File: src/rtl/turn_signal_seq_pkg.sv
// Shared types and helpers for the turn-signal sequencer.
package tsq_pkg;

    typedef enum logic [1:0] {
        IDLE   = 2'd0,
        LEFT   = 2'd1,
        RIGHT  = 2'd2,
        HAZARD = 2'd3
    } state_e;

    // Fill pattern: the lowest 'phase' lamps lit, saturating at n lamps.
    function automatic logic [31:0] thermo(input int unsigned phase, input int unsigned n);
        int unsigned p;
        p = (phase > n) ? n : phase;
        if (p >= 32) begin
            return '1;
        end
        return (32'd1 << p) - 32'd1;
    endfunction

endpackage

File: src/rtl/turn_signal_seq_if.sv
// Request inputs and lamp outputs of the turn-signal sequencer.
interface turn_signal_seq_if #(
    parameter int unsigned N_LAMPS = 3
);
    logic               L;
    logic               R;
    logic               Brake;
    logic [N_LAMPS-1:0] Lamps_L;
    logic [N_LAMPS-1:0] Lamps_R;
    logic               Busy;

    modport master (
        output L, R, Brake,
        input  Lamps_L, Lamps_R, Busy
    );

    modport slave (
        input  L, R, Brake,
        output Lamps_L, Lamps_R, Busy
    );
endinterface

File: src/rtl/turn_signal_seq_step_tick.sv
// Free-running step prescaler; tick is high in the last cycle of each DIV-cycle period.
module step_tick #(
    parameter int unsigned DIV = 1
) (
    input  logic Clk,
    input  logic Rst,
    output logic tick
);
    localparam int unsigned CNT_W = (DIV > 1) ? $clog2(DIV) : 1;
    localparam logic [CNT_W-1:0] LAST = CNT_W'(DIV - 1);

    logic [CNT_W-1:0] cnt_q;
    logic [CNT_W-1:0] cnt_d;

    always_comb begin
        tick  = (cnt_q == LAST);
        cnt_d = tick ? '0 : cnt_q + 1'b1;
    end

    always_ff @(posedge Clk or posedge Rst) begin
        if (Rst) begin
            cnt_q <= '0;
        end else begin
            cnt_q <= cnt_d;
        end
    end
endmodule

File: src/rtl/turn_signal_seq.sv
// Tail-light sequencer: thermometer fill per side, hazard flash, brake override.
module turn_signal_seq
    import tsq_pkg::*;
#(
    parameter int unsigned N_LAMPS = 3,
    parameter int unsigned DIV     = 1
) (
    input logic              Clk,
    input logic              Rst,
    turn_signal_seq_if.slave bus
);
    localparam int unsigned      PH_W    = $clog2(N_LAMPS + 1);
    localparam logic [PH_W-1:0]  LAST_PH = PH_W'(N_LAMPS);

    logic tick;

    state_e             state_q, state_d;
    logic [PH_W-1:0]    phase_q, phase_d;
    logic [N_LAMPS-1:0] lamps_l_q, lamps_l_d;
    logic [N_LAMPS-1:0] lamps_r_q, lamps_r_d;
    logic               busy_q, busy_d;
    logic [N_LAMPS-1:0] fill;
    logic [N_LAMPS-1:0] brake_bank;

    step_tick #(.DIV(DIV)) u_step_tick (
        .Clk  (Clk),
        .Rst  (Rst),
        .tick (tick)
    );

    always_comb begin
        state_d = state_q;
        phase_d = phase_q;

        // Requests are sampled only at the phase 0 -> 1 boundary; IDLE parks phase at 0.
        if (tick) begin
            if (phase_q == '0) begin
                unique case ({bus.L, bus.R})
                    2'b11:   state_d = HAZARD;
                    2'b10:   state_d = LEFT;
                    2'b01:   state_d = RIGHT;
                    default: state_d = IDLE;
                endcase
                phase_d = (state_d == IDLE) ? '0 : PH_W'(1);
            end else if (phase_q == LAST_PH || state_q == HAZARD) begin
                phase_d = '0;
            end else begin
                phase_d = phase_q + 1'b1;
            end
        end

        fill       = N_LAMPS'(thermo(int'(phase_d), N_LAMPS));
        brake_bank = {N_LAMPS{bus.Brake}};
        lamps_l_d  = '0;
        lamps_r_d  = '0;

        unique case (state_d)
            LEFT: begin
                lamps_l_d = fill;
                lamps_r_d = brake_bank;
            end
            RIGHT: begin
                lamps_l_d = brake_bank;
                lamps_r_d = fill;
            end
            HAZARD: begin
                lamps_l_d = (phase_d != '0) ? '1 : '0;
                lamps_r_d = (phase_d != '0) ? '1 : '0;
            end
            default: begin
                lamps_l_d = brake_bank;
                lamps_r_d = brake_bank;
            end
        endcase

        busy_d = (state_d != IDLE);
    end

    always_ff @(posedge Clk or posedge Rst) begin
        if (Rst) begin
            state_q   <= IDLE;
            phase_q   <= '0;
            lamps_l_q <= '0;
            lamps_r_q <= '0;
            busy_q    <= 1'b0;
        end else begin
            state_q   <= state_d;
            phase_q   <= phase_d;
            lamps_l_q <= lamps_l_d;
            lamps_r_q <= lamps_r_d;
            busy_q    <= busy_d;
        end
    end

    assign bus.Lamps_L = lamps_l_q;
    assign bus.Lamps_R = lamps_r_q;
    assign bus.Busy    = busy_q;
endmodule

File: src/flat_wrapper.sv
// flat-port wrapper written by rule: the top's interface ports become plain ports
module turn_signal_seq_flat import tsq_pkg::*;
#(
    parameter int unsigned N_LAMPS = 3,
    parameter int unsigned DIV     = 1
)
  (Clk, Rst, bus_L, bus_R, bus_Brake, bus_Lamps_L, bus_Lamps_R, bus_Busy);
  turn_signal_seq_if #(.N_LAMPS(N_LAMPS)) bus_i ();
  input logic Clk;
  input logic Rst;
  input wire logic [$bits(bus_i.L)-1:0] bus_L;
  input wire logic [$bits(bus_i.R)-1:0] bus_R;
  input wire logic [$bits(bus_i.Brake)-1:0] bus_Brake;
  output wire logic [$bits(bus_i.Lamps_L)-1:0] bus_Lamps_L;
  output wire logic [$bits(bus_i.Lamps_R)-1:0] bus_Lamps_R;
  output wire logic [$bits(bus_i.Busy)-1:0] bus_Busy;
  assign bus_i.L = bus_L;
  assign bus_i.R = bus_R;
  assign bus_i.Brake = bus_Brake;
  assign bus_Lamps_L = bus_i.Lamps_L;
  assign bus_Lamps_R = bus_i.Lamps_R;
  assign bus_Busy = bus_i.Busy;
  turn_signal_seq #(.N_LAMPS(N_LAMPS), .DIV(DIV)) u_core (.Clk(Clk), .Rst(Rst), .bus(bus_i));
endmodule
File: config.mk
export PLATFORM = sky130hd
export DESIGN_NAME = turn_signal_seq_flat
export DESIGN_NICKNAME = d
export VERILOG_FILES = /design/src/rtl/turn_signal_seq_pkg.sv /design/src/rtl/turn_signal_seq_if.sv /design/src/rtl/turn_signal_seq_step_tick.sv /design/src/rtl/turn_signal_seq.sv /design/src/flat_wrapper.sv
export SDC_FILE = /design/constraint.sdc
export NUM_CORES = 1
export LEC_CHECK = 0
export ABC_AREA = 1
export BUFFER_PORTS_ARGS = -buffer_cell sky130_fd_sc_hd__buf_2
export CAP_MARGIN = 15
export CELL_PAD_IN_SITES_DETAIL_PLACEMENT = 0
export CELL_PAD_IN_SITES_GLOBAL_PLACEMENT = 1
export CORE_MARGIN = 2
export CORE_UTILIZATION = 34
export DETAILED_ROUTE_END_ITERATION = 7
export PLACE_DENSITY_LB_ADDON = 0.1
export SLEW_MARGIN = 5
export SYNTH_ARGS = -nofsm -noshare
export SYNTH_HDL_FRONTEND = slang
export SYNTH_SLANG_ARGS = --single-unit
File: constraint.sdc
create_clock -name Clk -period 1.2 [get_ports Clk]
set_clock_uncertainty 0.05 [all_clocks]
set_input_delay 0.12 -clock Clk [delete_from_list [all_inputs] [get_ports Clk]]
set_output_delay 0.12 -clock Clk [all_outputs]
set_load 0.02 [all_outputs]
==> summary.txt, run 1 <==
STA
  – Final worst path period share: 108%
  – Fin worst setup slack: -0.0914 ns
  – Setup violators final: 7
  – Worst-margin pin slew: 0.395 ns
  – Worst Hold Slack: 0.0686 ns
  – Fmax: 774 MHz
  – Final Max Slew Viols: 0
  – Crit path time final: 1.29 ns
  – Final hold violation count: 0
  – RSZ-0062 raised after global routing: yes
  – Slew Limit Headroom: 73.7%

Global routing
  – First-pass GRT wire length: 1810 µm
  – Global route overflow: 0
  – All-Layer GR Usage: 12.5%
  – Initial antenna violation count: 0
  – Vias in the first global route: 436
  – Largest net degree at the start of global routing: 12

Worst setup path
  – FF-to-FF path depth: 7
  – Critical path endpoint category: flip-flop
  – Startpoint Class: flip-flop
  – Setup CP Type: flip-flop to flip-flop
  – FF-to-FF End: u_core.bus.Lamps_R[2]
  – Reg2Reg Setup Slack: -0.09 ns
  – Worst reg2reg startpoint: u_core.phase_q[1]
  – Worst path required time: 1.29 ns
  – Maximum fanout along the worst path: 8
  – Critical path arrival: 1.39 ns

Synth
  – Top cells by count, synth: nand2_1 (12), dfrtp_1 (11), inv_1 (10)
  – Syn_area_per_cell: 9.14 µm²
  – Cell with the most instances after synthesis: nand2_1
  – Register bit total from synthesis: 11
  – EDFF count, synth: 0
  – Ys async rst share: 100%
  – Yosys Warn Count: 0
  – Seq/Total Area, Yosys: 45.6%
  – Top FF cell, synth: dfrtp_1
  – Mapped cell area: 603 µm²
  – Gate Count Post-Synth: 66
  – Top cell type's share of synthesized area: 45.6%
  – Cell taking the most area after synthesis: dfrtp_1
  – Area contributors post-synth: dfrtp_1 (46%), nand2_1 (7.5%), nand2_2 (7.3%)
  – Syn Nets: 73
  – Number of distinct library cells after synthesis: 14

Place
  – Placed Area: 721 µm²
  – Placed instance count: 96
  – RD Place Congestion: 0.770
  – Dpl hpwl: 828 µm
  – Port bufs: 11

Cells and area
  – Final net count: 93
  – FF+latch area: 275 µm²
  – Non-Filler Instances: 102
  – Ant diodes: 0
  – Share of post-route cells with drive strength above 1: 55.3%
  – Multi-input gate area in the final layout: 345 µm²
  – Layout fillers: 174
  – Area added between synthesis and finish: 34.6%
  – Final instance area: 812 µm²
  – Final core utilization: 48.1%

Floorplanning
  – # rows: 15
  – Die Y: 46.1 µm
  – Initial core utilization: 35.7%
  – Core ar.: 1690 µm²
  – Chip Width: 46.1 µm
  – DIE AREA: 2130 µm²
  – I/O pin count: 12

Worst hold path
  – Hold Crit Depth: 3
  – Hold path start: bus_Brake
  – End of the worst hold path: u_core.bus.Lamps_L[0]
  – Hold/Removal Path Class: input port to flip-flop

Clock network
  – Clock Tree Buf Depth: 2
  – Worst skew pair latency: 0.26 ns
  – Clock buffer count from CTS: 3
  – CTS root buf: clkbuf_4
  – Clock H-tree levels: 1
  – Clk pin slew, worst setup/hold paths: 0.06 ns
  – Sink Count: 11
  – CTS tree: done

Job
  – # Max-Cap Violations: 0

Detailed routing
  – DRT antenna net count: 0
  – Residual DRC: 0
  – Drt wl/cell: 10.3 µm
  – DRT Pass-1 Iters: 4
  – Routed WL: 1050 µm
  – Violation count after the first detailed-routing iteration: 3
  – Total number of vias: 454
  – Routed vias/inst: 4.45

Run status
  – Failing checks: setup timing
  – Outcome: finished, violations left
## flip-flops by register name, indices dropped and copies added (netlist names)
name                count
u_core.state_q          2
u_core.bus.Lamps_R      3
u_core.phase_q          2
u_core.bus.Lamps_L      3
u_core.bus.Busy         1
## placed cells by master (no fill, tap or decap), drive strengths merged
cell         synthesis  routed
buf                  1      15
clkbuf               0       4
dfrtp               11      11
dlygate4sd3          0       1
ha                   2       2
inv                 11      11
nand2               22      22
nand3                9       9
nor2                 7       7
o21ai                3       3
## area by class of cell
class                   count  share of cell area, %
clock buffers               4                   3.24
multi-input cells          43                   42.5
inverters                  11                   6.01
well taps                  17                   2.62
flip-flops and latches     11                   33.9
repair buffers             16                   11.7
## metal layers
metal / vias up / track usage [%] / part of all wire [%] / wire (µm)
met1: 204 / 15.8 / 47 / 496
met5: - / 0 / 0 / 0
met3: 0 / 5.88 / 4.7 / 49
met2: 10 / 19.2 / 48 / 504
met4: 0 / 3.43 / 0 / 0
li1: 240 / - / - / -
## worst max-delay path by stage
stage | start | end | slack [ns] | depth (start not counted)
5_1_grt | u_core.phase_q[1] | u_core.bus.Lamps_R[2] | -0.17 | 8
4_1_cts | u_core.phase_q[0] | u_core.bus.Lamps_L[1] | -0.08 | 8
6_report | u_core.phase_q[1] | u_core.bus.Lamps_R[2] | -0.09 | 7
3_5_place_dp | u_core.phase_q[0] | u_core.bus.Lamps_R[1] | -0.08 | 7
2_1_floorplan | u_core.phase_q[0] | u_core.bus.Lamps_R[2] | -0.03 | 9
3_3_place_gp | u_core.phase_q[0] | u_core.bus.Lamps_R[1] | -0.09 | 8
## critical path: stages (launching register included)
cell	delay, ns
dfrtp_1	0.39
inv_2	0.07
ha_4	0.22
nand2_2	0.12
nand2_8	0.11
nor2_4	0.04
nand2_2	0.09
nand3_1	0.07
## stage by stage
stage	setup slack [ns]	TNS (ns)
6_report	-0.0914	-0.452
5_1_grt	-0.169	-1.06
4_1_cts	-0.0847	-0.465
3_5_place_dp	-0.0823	-0.417
3_3_place_gp	-0.0875	-0.419
2_1_floorplan	-0.0325	-0.156
## cell families after synthesis
| family | count (synthesis) | share of synthesized area, % |
|---|---|---|
| DFF | 11 | 45.6 |
| and+or+nand+nor | 38 | 37.8 |
| adders and majority gates | 2 | 4.15 |
| buffers and inverters | 12 | 9.96 |
| AOI/OAI and AO/OA | 3 | 2.49 |
## repair_timing
item	in CTS	in global routing
hold endpoints to repair	11	0
pin swaps	4	3
hold buffers	1	0
setup endpoints to repair	7	8
gates resized for setup	7	5
setup buffers	0	1
Power of run 1 is left out: the tool's default activity adds up to more than one toggle a clock period on the data nets, which glitch-free logic cannot reach.
==> run 2, diff against run 1 <==
ABC_AREA = unset   (was 1)
CORE_UTILIZATION = 38   (was 34)
CTS_BUF_LIST = sky130_fd_sc_hd__clkbuf_8   (was unset)
GPL_ROUTABILITY_DRIVEN = 0   (was unset)
==> run 2 against run 1 <==
The flow still finishes with violations (setup timing). Die area decreased by 11%. Synthesized cell count is 17% lower. Largest cell class unchanged. Design area up 3.4%. Via count rose by 8.4%. Sequential share of layout area is 1.1 points lower. Critical path depth decreased by 2. Synthesized area is 1.5% lower. Clock-buffer cell count shrank 1. Final cell count down 6.9%.
==> summary.txt, run 2 <==
STA
  – Final worst path period share: 120%
  – Slew Limit Headroom: 70.7%
  – Final hold violation count: 0
  – RSZ-0062 raised after global routing: yes
  – Final Max Slew Viols: 0
  – Setup violators final: 9
  – Fin worst setup slack: -0.242 ns
  – Worst Hold Slack: 0.170 ns
  – Fmax: 694 MHz
  – Worst-margin pin slew: 0.440 ns
  – Crit path time final: 1.44 ns

Synth
  – Gate Count Post-Synth: 55
  – Area contributors post-synth: dfrtp_1 (46%), mux2i_1 (5.1%), ha_1 (4.2%)
  – Syn Nets: 62
  – Top FF cell, synth: dfrtp_1
  – Yosys Warn Count: 0
  – Cell taking the most area after synthesis: dfrtp_1
  – Register bit total from synthesis: 11
  – Top cells by count, synth: dfrtp_1 (11), inv_1 (5)
  – Ys async rst share: 100%
  – Cell with the most instances after synthesis: dfrtp_1
  – Mapped cell area: 594 µm²
  – Top cell type's share of synthesized area: 46.3%
  – EDFF count, synth: 0
  – Seq/Total Area, Yosys: 46.3%
  – Syn_area_per_cell: 10.8 µm²
  – Number of distinct library cells after synthesis: 27

Detailed routing
  – Violation count after the first detailed-routing iteration: 10
  – Residual DRC: 0
  – Total number of vias: 492
  – DRT antenna net count: 0
  – Drt wl/cell: 13.7 µm
  – Routed vias/inst: 5.18
  – DRT Pass-1 Iters: 4
  – Routed WL: 1300 µm

Clock network
  – CTS root buf: clkbuf_8
  – Clock H-tree levels: 1
  – Sink Count: 11
  – Clock Tree Buf Depth: 2
  – CTS tree: done
  – Clk pin slew, worst setup/hold paths: 0.05 ns
  – Clock buffer count from CTS: 3
  – Worst skew pair latency: 0.24 ns

Run status
  – Outcome: finished, violations left
  – Failing checks: setup timing

Cells and area
  – Commonest cells after routing, fill and taps aside: buf_2 (11), dfrtp_1 (11), buf_4 (10)
  – Final net count: 87
  – Ant diodes: 0
  – Share of post-route cells with drive strength above 1: 51.9%
  – Area added between synthesis and finish: 41.3%

Worst setup path
  – Setup CP Type: flip-flop to flip-flop
  – Largest stage delay on the critical path: 0.40 ns
  – Worst reg2reg startpoint: u_core.phase_q[0]
  – Most used cell, CP: a211oi_2
  – FF-to-FF End: u_core.bus.Lamps_L[2]
  – Worst path required time: 1.26 ns
  – FF-to-FF path depth: 5
  – Critical Path Slowest Stage Cell: dfrtp_1
  – Reg2Reg Setup Slack: -0.24 ns
  – Startpoint Class: flip-flop
  – Critical path endpoint category: flip-flop
  – Crit-path cells: inv_2, ha_4, mux2_4, a211oi_2, a211oi_2
  – Maximum fanout along the worst path: 6
  – Critical path arrival: 1.51 ns

Global routing
  – Vias in the first global route: 495
  – Initial antenna violation count: 0
  – Largest net degree at the start of global routing: 12
  – All-Layer GR Usage: 15.5%
  – First-pass GRT wire length: 2160 µm
  – Global route overflow: 0

Power and ir drop
  – Clock power frac: 13.6%
  – Logic pwr share: 61.5%
  – Internal cell power: 1.61 mW
  – LEAKAGE: 0.384 nW
  – Sw Ratio: 40.8%
  – Worst vdd ir: 0.00192 V
  – Net Sw Power: 1.10 mW
  – Pwr dens: 3230 nW/µm²
  – Sequential share of power: 24.9%

Floorplanning
  – Initial core utilization: 39.9%
  – Chip Width: 43.5 µm
  – I/O pin count: 12
  – DIE AREA: 1900 µm²
  – Die Y: 43.5 µm
  – # rows: 14
  – Core ar.: 1490 µm²

Worst hold path
  – Hold path start: bus_Brake
  – End of the worst hold path: u_core.bus.Lamps_R[0]
  – Hold Crit Depth: 3
  – Hold/Removal Path Class: input port to flip-flop

Place
  – Dpl hpwl: 877 µm
  – Port bufs: 11
  – Post-place setup slack: -0.250 ns

Job
  – # Max-Cap Violations: 0
==> run 2: cell types whose count changed after synthesis, moves of 2 or more <==
cell,previous run,this run
nand3_1,8,0
mux2i_1,0,3
nand2_2,7,1
inv_1,10,5
a21oi_1,0,3
nor2b_1,0,2
nand2b_1,0,2
o21ai_0,0,2
nand2_1,12,3
a211oi_1,0,2
nor2_2,5,0
nor2_1,1,3
nand2_4,3,0
==> run 2: worst max-delay path, delay by kind of cell (launching register included) <==
kind | cells | cell delay [ns]
buf+inv | 1 | 0.08
flops | 1 | 0.40
fa+ha+maj | 1 | 0.19
compound gates | 2 | 0.26
mux | 1 | 0.33
==> run 2: kinds of logic after synthesis <==
group	Yosys count	synth area share (%)
buf+inv	7	5.89
flops	11	46.3
fa+ha+maj	2	4.21
simple gates	16	16.4
mux	4	7.58
compound gates	15	19.6
==> run 2: power groups by stage <==
stage          Clock [mW]  Sequential (mW)  Combinational (mW)
6_report            0.368            0.676                1.67
5_1_grt             0.393            0.702                1.80
4_1_cts             0.376            0.669                1.50
3_5_place_dp            0            0.676                1.41
3_3_place_gp            0            0.671                1.43
2_1_floorplan           0            0.833               0.821
==> run 2: metal layers <==
metal | GRT usage, % | wire [µm] | share of wire, %
met5 | 0 | 0 | 0
met4 | 5.45 | 0 | 0
met3 | 5.00 | 72 | 5.5
met2 | 25.9 | 688 | 53
met1 | 18.8 | 543 | 42
==> run 2: what timing repair did <==
action	in CTS	in global routing
hold endpoints to repair	11	0
buffers inserted	3	1
endpoints found under the setup margin	10	11
hold buffers	1	0
pin swaps	2	3
gates resized for setup	1	7
==> run 2: stage by stage <==
stage | setup TNS [ns] | utilization [%] | power, mW | cells | area [µm²]
floorplan | -0.734 | - | 1.65 | 55 | 621
global placement | -1.16 | 49.2 | 2.10 | 87 | 732
detailed placement | -1.36 | 49.2 | 2.09 | 87 | 732
CTS | -1.11 | 54.4 | 2.55 | 95 | 810
global route | -1.78 | 56.4 | 2.90 | 95 | 840
finish | -1.22 | 56.4 | 2.71 | 95 | 840
==> run 2: how the worst max path moves through the flow <==
stage | cells after the start | startpoint | endpoint
global placement | 5 | u_core.phase_q[1] | u_core.bus.Lamps_L[2]
floorplan | 5 | u_core.phase_q[0] | u_core.bus.Busy
global route | 5 | u_core.phase_q[0] | u_core.bus.Lamps_L[2]
CTS | 5 | u_core.phase_q[0] | u_core.bus.Busy
finish | 5 | u_core.phase_q[0] | u_core.bus.Lamps_L[2]
detailed placement | 4 | u_core.phase_q[0] | u_core.bus.Lamps_R[2]
==> run 2: final cells by class <==
class	count	area [µm²]
fill	136	649
multi-input combinational	37	340
sequential	11	275
timing repair buffer	22	140
clock buffer	3	41.3
tap	16	20.0
inverter	5	18.8
clock inverter	1	3.75
(Power assumes the default switching activity.)
==> run 3, diff against run 2 <==
CTS_BUF_LIST = sky130_fd_sc_hd__clkbuf_2 sky130_fd_sc_hd__clkbuf_4 sky130_fd_sc_hd__clkbuf_8   (was sky130_fd_sc_hd__clkbuf_8)
==> run 3 against run 2 <==
The flow still finishes with violations (setup timing). Final cell count rose by 1.1%. Critical path depth unchanged. Design area fell by 0.45%. Setup slack improved by 0.030 ns. Critical endpoint is now u_core.bus.Lamps_R[0].
==> summary.txt, run 3 (synthesized netlist as in run 2, its figures left out) <==
Run status
  – Outcome: finished, violations left
  – Failing checks: setup timing

Cells and area
  – Area added between synthesis and finish: 40.6%
  – Commonest cells after routing, fill and taps aside: buf_2 (11), buf_4 (11), dfrtp_1 (11)
  – Share of post-route cells with drive strength above 1: 52.5%
  – Non-Filler Instances: 96
  – FF+latch area: 275 µm²
  – Final core utilization: 56.1%
  – Layout fillers: 138
  – Ant diodes: 0
  – Multi-input gate area in the final layout: 344 µm²
  – Final net count: 88

STA
  – Fmax: 708 MHz
  – Setup violators final: 9
  – Slew Limit Headroom: 71.1%
  – Final Max Slew Viols: 0
  – Final hold violation count: 0
  – Fin worst setup slack: -0.212 ns
  – Crit path time final: 1.41 ns
  – Final TNS setup: -1.22 ns
  – RSZ-0062 raised after global routing: yes
  – Worst-margin pin slew: 0.433 ns
  – Final worst path period share: 118%

Clock network
  – Worst skew pair latency: 0.27 ns
  – Clock Tree Buf Depth: 2
  – CTS tree: done
  – Clock buffer count from CTS: 3
  – Clock H-tree levels: 1
  – Clk pin slew, worst setup/hold paths: 0.07 ns
  – CTS root buf: clkbuf_4
  – Sink Count: 11

Floorplanning
  – Chip Width: 43.5 µm
  – Die Y: 43.5 µm
  – I/O pin count: 12
  – # rows: 14
  – DIE AREA: 1900 µm²
  – Core ar.: 1490 µm²
  – Initial core utilization: 39.9%

Detailed routing
  – DRT met1 WL: 551 µm
  – Routed vias/inst: 5.09
  – Violation count after the first detailed-routing iteration: 3
  – Total number of vias: 489
  – DRT antenna net count: 0
  – DRT Pass-1 Iters: 4
  – Top layer reached by signal wires: met3
  – Residual DRC: 0
  – Routed WL: 1200 µm
  – Drt wl/cell: 12.5 µm
  – Met2 wire length: 588 µm
  – Routed wl met3: 59 µm

Global routing
  – Vias in the first global route: 499
  – Largest net degree at the start of global routing: 12
  – Initial antenna violation count: 0
  – First-pass GRT wire length: 2220 µm
  – Global route overflow: 0
  – All-Layer GR Usage: 16.0%

Power and ir drop
  – LEAKAGE: 0.380 nW
  – Worst vdd ir: 0.00191 V
  – Final Power: 2.64 mW
  – Pwr dens: 3160 nW/µm²

Worst setup path
  – Startpoint Class: flip-flop
  – Worst path buffer plus inverter count: 1
  – Worst path required time: 1.34 ns
  – Maximum fanout along the worst path: 4
  – CP Launch Point: u_core.phase_q[0]
  – Worst reg2reg startpoint: u_core.phase_q[0]
  – Critical path endpoint category: flip-flop
  – Critical path arrival: 1.55 ns
  – CP top delay family: compound AO/OA/AOI/OAI gates
  – Largest stage delay on the critical path: 0.41 ns
  – Setup CP Type: flip-flop to flip-flop
  – Crit-path cells: ha_2, a211oi_4, buf_4, a311oi_2, a21oi_1
  – Critical Path Slowest Stage Cell: dfrtp_1

Worst hold path
  – Hold path start: bus_Brake
  – Hold/Removal Path Class: input port to flip-flop

Job
  – # Max-Cap Violations: 0

Place
  – Placed instance count: 87
  – Port bufs: 11
  – Dpl hpwl: 877 µm
-- run 3: timing repair --
action / in CTS / in global routing
endpoints found under the setup margin: 10 / 11
hold buffers: 1 / 0
gates resized for setup: 2 / 6
pin swaps: 2 / 2
setup buffers: 6 / 1
endpoints found under the hold margin: 11 / 0
-- run 3: area by class of cell --
class / instances / share of cell area (%)
multi-input cells: 37 / 41.2
flip-flops and latches: 11 / 32.9
repair buffers: 23 / 17.7
clock buffers: 4 / 3.59
well taps: 16 / 2.40
inverters: 5 / 2.25
-- run 3: worst paths after layout --
| kind | endpoint | slack (ns) | cells past startpoint |
|---|---|---|---|
| max | u_core.bus.Lamps_R[0] | -0.21 | 5 |
| min | u_core.bus.Lamps_L[2] | 0.13 | 3 |
| max reg2reg | u_core.bus.Lamps_R[0] | -0.21 | 5 |
| min reg2reg | u_core.state_q[0] | 0.67 | 2 |
| max in group asynchronous | u_core.phase_q[1] | 0.47 | 3 |
| min in group asynchronous | u_core.bus.Lamps_L[1] | 0.33 | 3 |
-- run 3: per-stage QoR --
stage / hold slack, ns / instance area, µm² / setup slack (ns)
floorplan: -0.0776 / 621 / -0.201
global placement: 0.0789 / 732 / -0.238
detailed placement: 0.0834 / 732 / -0.250
CTS: 0.123 / 816 / -0.207
global route: 0.132 / 836 / -0.285
finish: 0.131 / 836 / -0.212
-- run 3: metal layers --
layer  global-route usage, %  vias to the layer above
li1                        -                      246
met1                    19.0                      230
met2                    26.2                       13
met3                    6.25                        0
met4                    5.45                        0
met5                       0                        -
-- run 3: power by group --
group | total (mW) | internal [mW] | switching [mW] | leakage, nW
Sequential | 0.682 | 0.554 | 0.129 | 0.130
Clock | 0.280 | 0.151 | 0.128 | 0.0184
Combinational | 1.68 | 0.865 | 0.816 | 0.232
Total | 2.64 | 1.57 | 1.07 | 0.380
-- run 3: tightest hold or removal path, delay by kind of cell --
| kind | cells | cell delay, ns |
|---|---|---|
| buffers and inverters | 1 | 0.14 |
| AND/OR/NAND/NOR | 1 | 0.11 |
| AO/OA/AOI/OAI | 1 | 0.05 |
